### config.mk
export PLATFORM = sky130hd
export DESIGN_NAME = dmc_reader
export DESIGN_NICKNAME = d
export VERILOG_FILES = /design/src/rtl/dmc_reader_pkg.sv /design/src/rtl/dmc_reader_addr_counter.sv /design/src/rtl/dmc_reader.sv
export SDC_FILE = /design/constraint.sdc
export NUM_CORES = 1
export LEC_CHECK = 0
export CORE_ASPECT_RATIO = 0.6
export CORE_MARGIN = 2
export CORE_UTILIZATION = 50
export DETAILED_ROUTE_END_ITERATION = 7
export PLACE_DENSITY = 0.81
export SETUP_SLACK_MARGIN = 0.02
export SLEW_MARGIN = 20
export SYNTH_ARGS = -nofsm -noshare
export SYNTH_HDL_FRONTEND = slang
export SYNTH_SLANG_ARGS = --single-unit
### constraint.sdc
create_clock -name clk -period 2.7 [get_ports clk]
set_input_delay 0.27 -clock clk [delete_from_list [all_inputs] [get_ports clk]]
set_output_delay 0.27 -clock clk [all_outputs]
set_load 0.01 [all_outputs]
### src/rtl/dmc_reader_pkg.sv
// ---------------------------------------------------------------------------
// dmc_reader_pkg
// Shared constants and types for the APU delta-modulation memory reader.
//   DMC_BASE_ADDR / DMC_WRAP_ADDR : default sample base and wrap addresses
//   dmc_state_t                   : DMA request FSM states
//   OP_*                          : bit positions in the one-hot register select
//   dmc_next_addr()               : sample address walk with wrap past $FFFF
// ---------------------------------------------------------------------------
package dmc_reader_pkg;

  localparam logic [15:0] DMC_BASE_ADDR = 16'hC000;
  localparam logic [15:0] DMC_WRAP_ADDR = 16'h8000;

  typedef enum logic {
    IDLE = 1'b0,
    REQ  = 1'b1
  } dmc_state_t;

  localparam int OP_4010 = 0;
  localparam int OP_4011 = 1;
  localparam int OP_4012 = 2;
  localparam int OP_4013 = 3;

  // The sample pointer does not roll over to $0000; it continues at the wrap
  // address so playback stays inside the cartridge window.
  function automatic logic [15:0] dmc_next_addr(input logic [15:0] addr,
                                                input logic [15:0] wrap);
    return (addr == 16'hFFFF) ? wrap : addr + 16'd1;
  endfunction

endpackage

### src/rtl/dmc_reader_addr_counter.sv
// ---------------------------------------------------------------------------
// dmc_addr_counter
// Owns the current sample address and the 12-bit bytes-remaining count.
// Ports:
//   clk, reset_n     : clock, asynchronous active-low reset
//   load_i           : start playback (cur_addr <= start, count <= length)
//   clear_i          : stop playback (count <= 0); wins over load/step count
//   step_i           : one byte fetched: advance address, decrement count
//   loop_i           : restart from start_addr_i/start_len_i when count hits 0
//   start_addr_i     : programmed sample start address
//   start_len_i      : programmed sample length (bytes)
//   cur_addr_o       : address of the next byte to fetch
//   zero_o           : count == 0
//   last_o           : count == 1 (the next step ends the sample)
// ---------------------------------------------------------------------------
module dmc_addr_counter
  import dmc_reader_pkg::*;
#(
  parameter logic [15:0] WRAP_ADDR = DMC_WRAP_ADDR
) (
  input  logic        clk,
  input  logic        reset_n,
  input  logic        load_i,
  input  logic        clear_i,
  input  logic        step_i,
  input  logic        loop_i,
  input  logic [15:0] start_addr_i,
  input  logic [11:0] start_len_i,
  output logic [15:0] cur_addr_o,
  output logic        zero_o,
  output logic        last_o
);

  logic [15:0] cur_addr_q, cur_addr_d;
  logic [11:0] rem_q, rem_d;

  always_comb begin
    cur_addr_d = cur_addr_q;
    rem_d      = rem_q;

    if (step_i) begin
      cur_addr_d = dmc_next_addr(cur_addr_q, WRAP_ADDR);
      // A step with a zero count is a byte fetched after a mid-request
      // disable: the address still advances but the count stays at zero.
      if (rem_q != 12'd0) begin
        rem_d = rem_q - 12'd1;
        if (rem_q == 12'd1 && loop_i) begin
          cur_addr_d = start_addr_i;
          rem_d      = start_len_i;
        end
      end
    end

    // Register writes override the fetch bookkeeping for the count.
    if (clear_i) begin
      rem_d = 12'd0;
    end else if (load_i) begin
      cur_addr_d = start_addr_i;
      rem_d      = start_len_i;
    end
  end

  always_ff @(posedge clk or negedge reset_n) begin
    if (!reset_n) begin
      cur_addr_q <= 16'h0000;
      rem_q      <= 12'd0;
    end else begin
      cur_addr_q <= cur_addr_d;
      rem_q      <= rem_d;
    end
  end

  assign cur_addr_o = cur_addr_q;
  assign zero_o     = (rem_q == 12'd0);
  assign last_o     = (rem_q == 12'd1);

endmodule

### src/rtl/dmc_reader.sv
// ---------------------------------------------------------------------------
// dmc_reader
// Memory-reader half of the APU delta-modulation channel: holds the sample
// address/length registers, issues one-byte DMA reads, and keeps a one-byte
// sample buffer for the output unit.
// Ports:
//   clk, reset_n        : clock, asynchronous active-low reset
//   cpu_en              : CPU-cycle enable qualifying all register writes
//   op[3:0]             : one-hot select $4010/$4011/$4012/$4013
//   wdata[7:0]          : CPU write data
//   enable_we, enable   : $4015 write strobe and bit-4 value
//   dma_req, dma_addr   : read request and address to the DMA arbiter
//   dma_ack, dma_rdata  : request completion strobe and fetched byte
//   buf_take            : output unit consumes the buffer
//   buf_full, buf_data  : sample buffer status and contents
//   length_status       : bytes remaining != 0
//   irq                 : DMC interrupt flag
// Build option: define DMC_IRQ_EN to implement the interrupt; otherwise irq
// is tied low and the $4010 IRQ-enable bit is ignored.
// ---------------------------------------------------------------------------
module dmc_reader
  import dmc_reader_pkg::*;
#(
  parameter logic [15:0] BASE_ADDR = DMC_BASE_ADDR,
  parameter logic [15:0] WRAP_ADDR = DMC_WRAP_ADDR
) (
  input  logic        clk,
  input  logic        reset_n,
  input  logic        cpu_en,
  input  logic [3:0]  op,
  input  logic [7:0]  wdata,
  input  logic        enable_we,
  input  logic        enable,
  output logic        dma_req,
  output logic [15:0] dma_addr,
  input  logic        dma_ack,
  input  logic [7:0]  dma_rdata,
  input  logic        buf_take,
  output logic        buf_full,
  output logic [7:0]  buf_data,
  output logic        length_status,
  output logic        irq
);

  // Write decode
  logic wr_ctrl, wr_addr, wr_len, wr_enable;
  assign wr_ctrl   = cpu_en & op[OP_4010];
  assign wr_addr   = cpu_en & op[OP_4012];
  assign wr_len    = cpu_en & op[OP_4013];
  assign wr_enable = cpu_en & enable_we;

  // $4011 belongs to the output unit.
  logic unused_op_4011;
  assign unused_op_4011 = op[OP_4011];

  // Channel registers
  logic        loop_q, loop_d;
  logic [15:0] sample_addr_q, sample_addr_d;
  logic [11:0] sample_len_q, sample_len_d;

  always_comb begin
    loop_d        = loop_q;
    sample_addr_d = sample_addr_q;
    sample_len_d  = sample_len_q;
    if (wr_ctrl) loop_d = wdata[6];
    if (wr_addr) sample_addr_d = BASE_ADDR + {2'b00, wdata, 6'b000000};
    if (wr_len)  sample_len_d  = {wdata, 4'b0000} + 12'd1;
  end

  always_ff @(posedge clk or negedge reset_n) begin
    if (!reset_n) begin
      loop_q        <= 1'b0;
      sample_addr_q <= 16'h0000;
      sample_len_q  <= 12'd0;
    end else begin
      loop_q        <= loop_d;
      sample_addr_q <= sample_addr_d;
      sample_len_q  <= sample_len_d;
    end
  end

  // Address / count
  dmc_state_t  state_q, state_d;
  logic        ack;
  logic [15:0] cnt_addr;
  logic        cnt_zero, cnt_last;

  // An ack is only meaningful against an outstanding request.
  assign ack = dma_ack & (state_q == REQ);

  dmc_addr_counter #(
    .WRAP_ADDR (WRAP_ADDR)
  ) u_addr_counter (
    .clk          (clk),
    .reset_n      (reset_n),
    .load_i       (wr_enable & enable & cnt_zero),
    .clear_i      (wr_enable & ~enable),
    .step_i       (ack),
    .loop_i       (loop_q),
    .start_addr_i (sample_addr_q),
    .start_len_i  (sample_len_q),
    .cur_addr_o   (cnt_addr),
    .zero_o       (cnt_zero),
    .last_o       (cnt_last)
  );

  assign length_status = ~cnt_zero;

  // Request FSM and sample buffer
  logic [15:0] dma_addr_q, dma_addr_d;
  logic        buf_full_q, buf_full_d;
  logic [7:0]  buf_data_q, buf_data_d;

  always_comb begin
    state_d    = state_q;
    dma_addr_d = dma_addr_q;
    case (state_q)
      IDLE: begin
        if (!buf_full_q && !cnt_zero) begin
          state_d    = REQ;
          dma_addr_d = cnt_addr;
        end
      end
      REQ: begin
        // Held until the arbiter completes it, even across a disable.
        if (dma_ack) state_d = IDLE;
      end
      default: state_d = IDLE;
    endcase
  end

  always_comb begin
    buf_full_d = buf_full_q;
    buf_data_d = buf_data_q;
    if (ack) begin
      buf_full_d = 1'b1;
      buf_data_d = dma_rdata;
    end else if (buf_take) begin
      buf_full_d = 1'b0;
    end
  end

  always_ff @(posedge clk or negedge reset_n) begin
    if (!reset_n) begin
      state_q    <= IDLE;
      dma_addr_q <= 16'h0000;
      buf_full_q <= 1'b0;
      buf_data_q <= 8'h00;
    end else begin
      state_q    <= state_d;
      dma_addr_q <= dma_addr_d;
      buf_full_q <= buf_full_d;
      buf_data_q <= buf_data_d;
    end
  end

  assign dma_req  = (state_q == REQ);
  assign dma_addr = dma_addr_q;
  assign buf_full = buf_full_q;
  assign buf_data = buf_data_q;

  // Interrupt
`ifdef DMC_IRQ_EN
  logic irq_en_q, irq_en_d;
  logic irq_q, irq_d;

  always_comb begin
    irq_en_d = wr_ctrl ? wdata[7] : irq_en_q;
    irq_d    = irq_q;
    // Uses the post-write enable so a same-cycle $4010 clear suppresses it.
    if (ack && cnt_last && !loop_q && irq_en_d) irq_d = 1'b1;
    if (wr_ctrl && !wdata[7]) irq_d = 1'b0;
    if (wr_enable) irq_d = 1'b0;
  end

  always_ff @(posedge clk or negedge reset_n) begin
    if (!reset_n) begin
      irq_en_q <= 1'b0;
      irq_q    <= 1'b0;
    end else begin
      irq_en_q <= irq_en_d;
      irq_q    <= irq_d;
    end
  end

  assign irq = irq_q;
`else
  logic unused_cnt_last;
  assign unused_cnt_last = cnt_last;
  assign irq = 1'b0;
`endif

endmodule

Word level (Yosys, flattened, before mapping)
Cells that the tools add are included.
{"block": "totals", "ff_bits": 83, "latchBits": 0, "mem_bits_rw": 0, "romBits": 0, "input_bits": 27, "out_inout_bits": 28, "wordCells": 53, "memories": 0}
{"block": "op_classes", "add_sub_neg": 4, "multipliers": 0, "div": 0, "n_lt_le_gt_ge": 0, "eq_ne": 2, "shifts": 0, "muxes": 16, "n_bitwise": 11, "n_reduce_logical": 11}
{"op": "$mux W16", "count": 6}
{"op": "$mux W12", "count": 5}
{"op": "$add A15 B15 Y16 const A", "count": 1}
{"op": "$add A16 B1 Y16 const B", "count": 1}
{"op": "$eq A16 B16 Y1 const B", "count": 1}
{"op": "$add A12 B1 Y12 const B", "count": 1}
{"op": "$eq A12 B1 Y1 const B", "count": 1}
{"op": "$logic_not A12 Y1", "count": 1}
{"op": "$reduce_bool A12 Y1", "count": 1}
{"op": "$sub A12 B1 Y12 const B", "count": 1}
{"op": "$and A1 B1 Y1", "count": 8}
{"op": "$reduce_bool A3 Y1", "count": 2}
{"op": "$mux W1", "count": 4}
{"op": "$reduce_and A2 Y1", "count": 2}
{"op": "$not A1 Y1", "count": 3}
{"op": "$logic_and A1 B1 Y1", "count": 2}
{"op": "$logic_not A1 Y1", "count": 2}
{"op": "$pmux W1 S2", "count": 1}
{"op": "$reduce_bool A2 Y1", "count": 1}

Logic depth before layout (Yosys ltp)
{"block": "depth", "ltp_word": 7, "mapped_depth": 9}

By module
Synthesis repeated with hierarchy kept, for this count alone.
{"block": "hier_totals", "cells_unflattened": 328, "hier_area_um2": 3639.7}
{"module": "dmc_addr_counter", "n_inst": 1, "cells_per_inst": 222, "area_per_inst_um2": 1938.1}
{"module": "dmc_reader", "n_inst": 1, "cells_per_inst": 106, "area_per_inst_um2": 1701.6}

Worst setup path after synthesis
OpenSTA, ideal clock, no wires.
{"block": "synth_path", "path_type": "reg2reg", "startpoint": "register u_addr_counter.rem_q[0]", "endpoint": "register dma_addr_q[10] (netlist: dma_addr[10])", "arrival_time_ps": 2318, "path_slack_ps": 257, "path_stages_with_launch": 10, "n_path_buf": 2, "synth_period_minus_slack_ps": 2443, "path_cell_list": "dfrtp_1 inv_1 ha_1 or3b_2 clkbuf_1 nor3_2 inv_1 nand3_2 buf_4 mux2_2"}
{"block": "synth_between", "elab_chain_len": 4}
{"item": "start: declaration", "line_no": "dmc_reader_addr_counter.sv:35", "rtl": "logic [11:0] rem_q, rem_d;"}
{"item": "start signal: assignment", "line_no": "dmc_reader_addr_counter.sv:69", "rtl": "rem_q <= rem_d;"}
{"item": "$logic_not A12 Y1", "line_no": "dmc_reader_addr_counter.sv:74", "rtl": "assign zero_o = (rem_q == 12'd0);"}
{"item": "$logic_not A1 Y1", "line_no": "dmc_reader.sv:119", "rtl": "if (!buf_full_q && !cnt_zero) begin"}
{"item": "$logic_and A1 B1 Y1", "line_no": "dmc_reader.sv:119"}
{"item": "$reduce_and A2 Y1 (no source line)"}
{"item": "end signal: assignment", "line_no": "dmc_reader.sv:151", "rtl": "dma_addr_q <= dma_addr_d;"}
{"item": "end: declaration", "line_no": "dmc_reader.sv:110", "rtl": "logic [15:0] dma_addr_q, dma_addr_d;"}
No other way between the ends.
A chain may end at the register's enable or synchronous reset.

Worst setup path after layout
{"block": "layout_path", "startpoint": "register u_addr_counter.rem_q[0]", "endpoint": "register u_addr_counter.rem_q[4]"}
{"block": "layout_between", "elab_chain_len": 7, "word_cells_on_any_way": 14, "classes_between": "add/sub (1); eq/ne (1); mux (5); bitwise (1); reduce/logical (6)"}
{"item": "branches (longest 7 deep; another with $sub A12 B1 Y12)"}
Several ways; the timed one is not identified. The select of a mux whose other input is x is not followed.

==> impl_metrics.csv <==
group,metric,value,unit
status,status,"finished with violations",
status,violations,"design-rule violations",
setup_path,endpoint_kind,"flip-flop",
cells_and_area,synthToLayoutAreaGrowth,29.3,%
clocking,insertion_delay,0.34,ns
timing,holdWs,0.463,ns
grt,grt_pass1_wl,14400,microns
yosys,ys_ff_latch,73,
setup_path,worstPathRequired,2.92,ns
timing,setup_viol,0,
power,power_density,1100,mW/mm^2
route,dr.first_iter.drc_count,253,
timing,timing.fmax,400,MHz
yosys,avgSynthCellArea,10.5,sq um
yosys,synthDistinctLibCells,52,
clocking,htreeDepth,3,
timing,fin_skew,0.00596,ns
placement,place_congestion,0.929,
setup_path,cp-start-kind,"flip-flop",
yosys,synth-main-ff-cell,"dfrtp_1",
route,ant_nets,0,
yosys,synth_top_area_share,51.2,%
route,drt_wl_total,8650,microns
yosys,syn_nets,369,
flow_run,cap_violations,0,
cells_and_area,design_area,0.00462,sq mm
yosys,ys_seq_area_share,51.2,%
setup_path,crit_path_cell_trace,"inv_1 -> ha_2 -> or3b_4 -> buf_4 -> o41ai_2 -> or2_1 -> o21ai_0 -> o2bb2ai_1",
yosys,ys_warn_count,0,
yosys,synth.cell_area,0.00357,sq mm
clocking,cts.clk_slew.worst_paths,0.06,ns
floorplan,die_y,69.5,microns
yosys,yosys.area.top_type,"dfrtp_1",
timing,finalHoldViolations,0,
setup_path,slowest_delay,0.42,ns
yosys,syn_inst,339,
floorplan,die_w,113,microns
route,drtPass1Iterations,8,
clocking,clk_path_buf_depth,2,
route,wl_per_cell,17.4,microns
grt,gr-total-overflow,0,
floorplan,initial_core_util,52.6,%
cells_and_area,drive_above_1_share,19.7,%
placement,dp.final_hpwl,6200,microns
setup_path,worst-path-max-fanout,10,
route,drc,2,
grt,gr-usage-all-layers,23.5,%
cells_and_area,num_antenna_cells,0,
timing,fin_crit_sh,92.6,%
timing,fin_setup_tns,0,ns
timing,slew-limit-headroom,55.7,%
floorplan,die_area,0.00786,sq mm
clocking,ctsRootBufferMaster,"clkbuf_16",
floorplan,io_pins,55,
timing,slew_violations,0,
cells_and_area,fin_nets,436,
route,vias,2905,
placement,place_area,0.00425,sq mm
route,vias_per_cell,5.83,
setup_path,path_class,"reg -> reg",
yosys,synth_commonest_cells,"dfrtp_1, nand2_1, mux2_2, nor2_1, o21ai_0",
yosys,synth_edf_count,0,
grt,grt_start_max_net_pins,32,
hold_path,hold_path_class,"in -> reg",
clocking,tritoncts,"yes",
yosys,synthArstFlopShare,100,%
power,leakagePower,1.95,nW
timing,rsz0062_at_grt,"no",
clocking,numCtsBuffers,9,
clocking,cts_sinks,73,
grt,grt_antenna_before_repair,0,
placement,io_buffer_count,52,
timing,tightest_slew,0.665,ns
floorplan,core,0.00679,sq mm
power,vdd_drop_max,0.000569,V
timing,fin_crit,2.50,ns
yosys,synth.most_common_cell,"dfrtp_1",
cells_and_area,utilization,68.0,%
setup_path,crit_slowest_cell,"dfrtp_1",
yosys,synth_area_leaders,"dfrtp_1, mux2_2, nand2_1",
floorplan,rows,23,
setup_path,cp.arrival,2.72,ns
grt,grt_pass1_vias,2805,
-- cells by family after synthesis --
kind of cell | share of synthesized area (%)
compound gates | 12.8
xor+xnor | 2.70
fa+ha+maj | 1.05
buf+inv | 3.78
flops | 51.2
mux | 10.4
other cells | 0.105
simple gates | 18.0
-- registers in the layout, indices dropped and copies added, names as in the netlist --
register and cells:
dma_req 1, buf_full 1, u_addr_counter.cur_addr_o 16, dma_addr 16, sample_addr_q 9, u_addr_counter.rem_q 12, buf_data 8, sample_len_q 9
loop_q 1
-- per-layer routing --
layer	up-vias	part of all wire, %	track usage [%]
met5	-	0	0
met4	0	0.79	4.34
met3	12	7.6	8.04
met2	111	42	31.7
met1	1427	49	36.8
li1	1355	-	-
-- final cells by class --
| cell class | instances | area, sq um |
|---|---|---|
| fillers | 527 | 2180 |
| flip-flops and latches | 73 | 1830 |
| multi-input cells | 238 | 1630 |
| repair buffers | 72 | 683 |
| clock buffers | 14 | 264 |
| well taps | 87 | 109 |
| clock inverters | 2 | 60.1 |
| inverters | 12 | 45.0 |
-- layout by cell type (no fill, tap or decap), types with 2 or more instances in the layout --
cell type / instances
dfrtp_1: 73
clkdlybuf4s50_1: 50
nand2_1: 44
mux2_2: 32
nor2_1: 23
o21ai_0: 20
buf_4: 18
nor3_1: 13
a21oi_1: 13
inv_1: 12
clkbuf_16: 9
o2bb2ai_1: 8
nand3_1: 7
nor4_1: 7
nand4_1: 6
xnor2_1: 6
o22ai_1: 5
xor2_1: 5
or3_1: 3
or4_1: 3
o21a_1: 3
clkbuf_1: 3
or4_4: 2
nand3b_1: 2
or2_2: 2
nor4_4: 2
o32a_1: 2
nand2b_1: 2
or2_1: 2
a31oi_1: 2
ha_1: 2
clkbuf_8: 2
bufinv_16: 2
-- final timing paths --
path / endpoint / depth (start not counted) / slack (ns) / from
worst max register to register: u_addr_counter.rem_q[4] / 8 / 0.20 / u_addr_counter.rem_q[0]
worst min register to register: buf_data[3] / 2 / 0.47 / buf_data[3]
worst min-delay path: buf_data[7] / 3 / 0.46 / dma_rdata[7]
worst max-delay path: u_addr_counter.rem_q[4] / 8 / 0.20 / u_addr_counter.rem_q[0]
max in group asynchronous: u_addr_counter.rem_q[1] / 3 / 1.52 / reset_n
min in group asynchronous: dma_addr[6] / 2 / 0.50 / reset_n
-- power breakdown --
group          internal [mW]  leakage, nW  switching, mW
clock                  0.860        0.157          0.436
sequential              1.44        0.901          0.320
combinational          0.993        0.888           1.01
total                   3.30         1.95           1.77
-- worst max-delay path: cells and delay by family, from the launching register on --
family	cells	cell delay, ns
AND/OR/NAND/NOR	2	0.77
AO/OA/AOI/OAI	3	0.69
flip-flops	1	0.42
buffers and inverters	2	0.28
adder cells (fa/ha/maj)	1	0.21
-- what timing repair did --
item,in CTS,in global routing
resized for setup,3,3
hold buffers,1,0
setup buffers,1,0
endpoints found under the setup margin,1,2
endpoints found under the hold margin,27,0
-- metrics by stage --
stage          power, mW  std cells  setup slack [ns]
4_1_cts             5.05        498            0.0731
5_1_grt             5.36        498            0.0430
3_3_place_gp        3.60        480             0.175
6_report            5.06        498             0.201
2_1_floorplan       2.91        339             0.257
3_5_place_dp        3.68        480            0.0886
(Power assumes the default switching activity.)
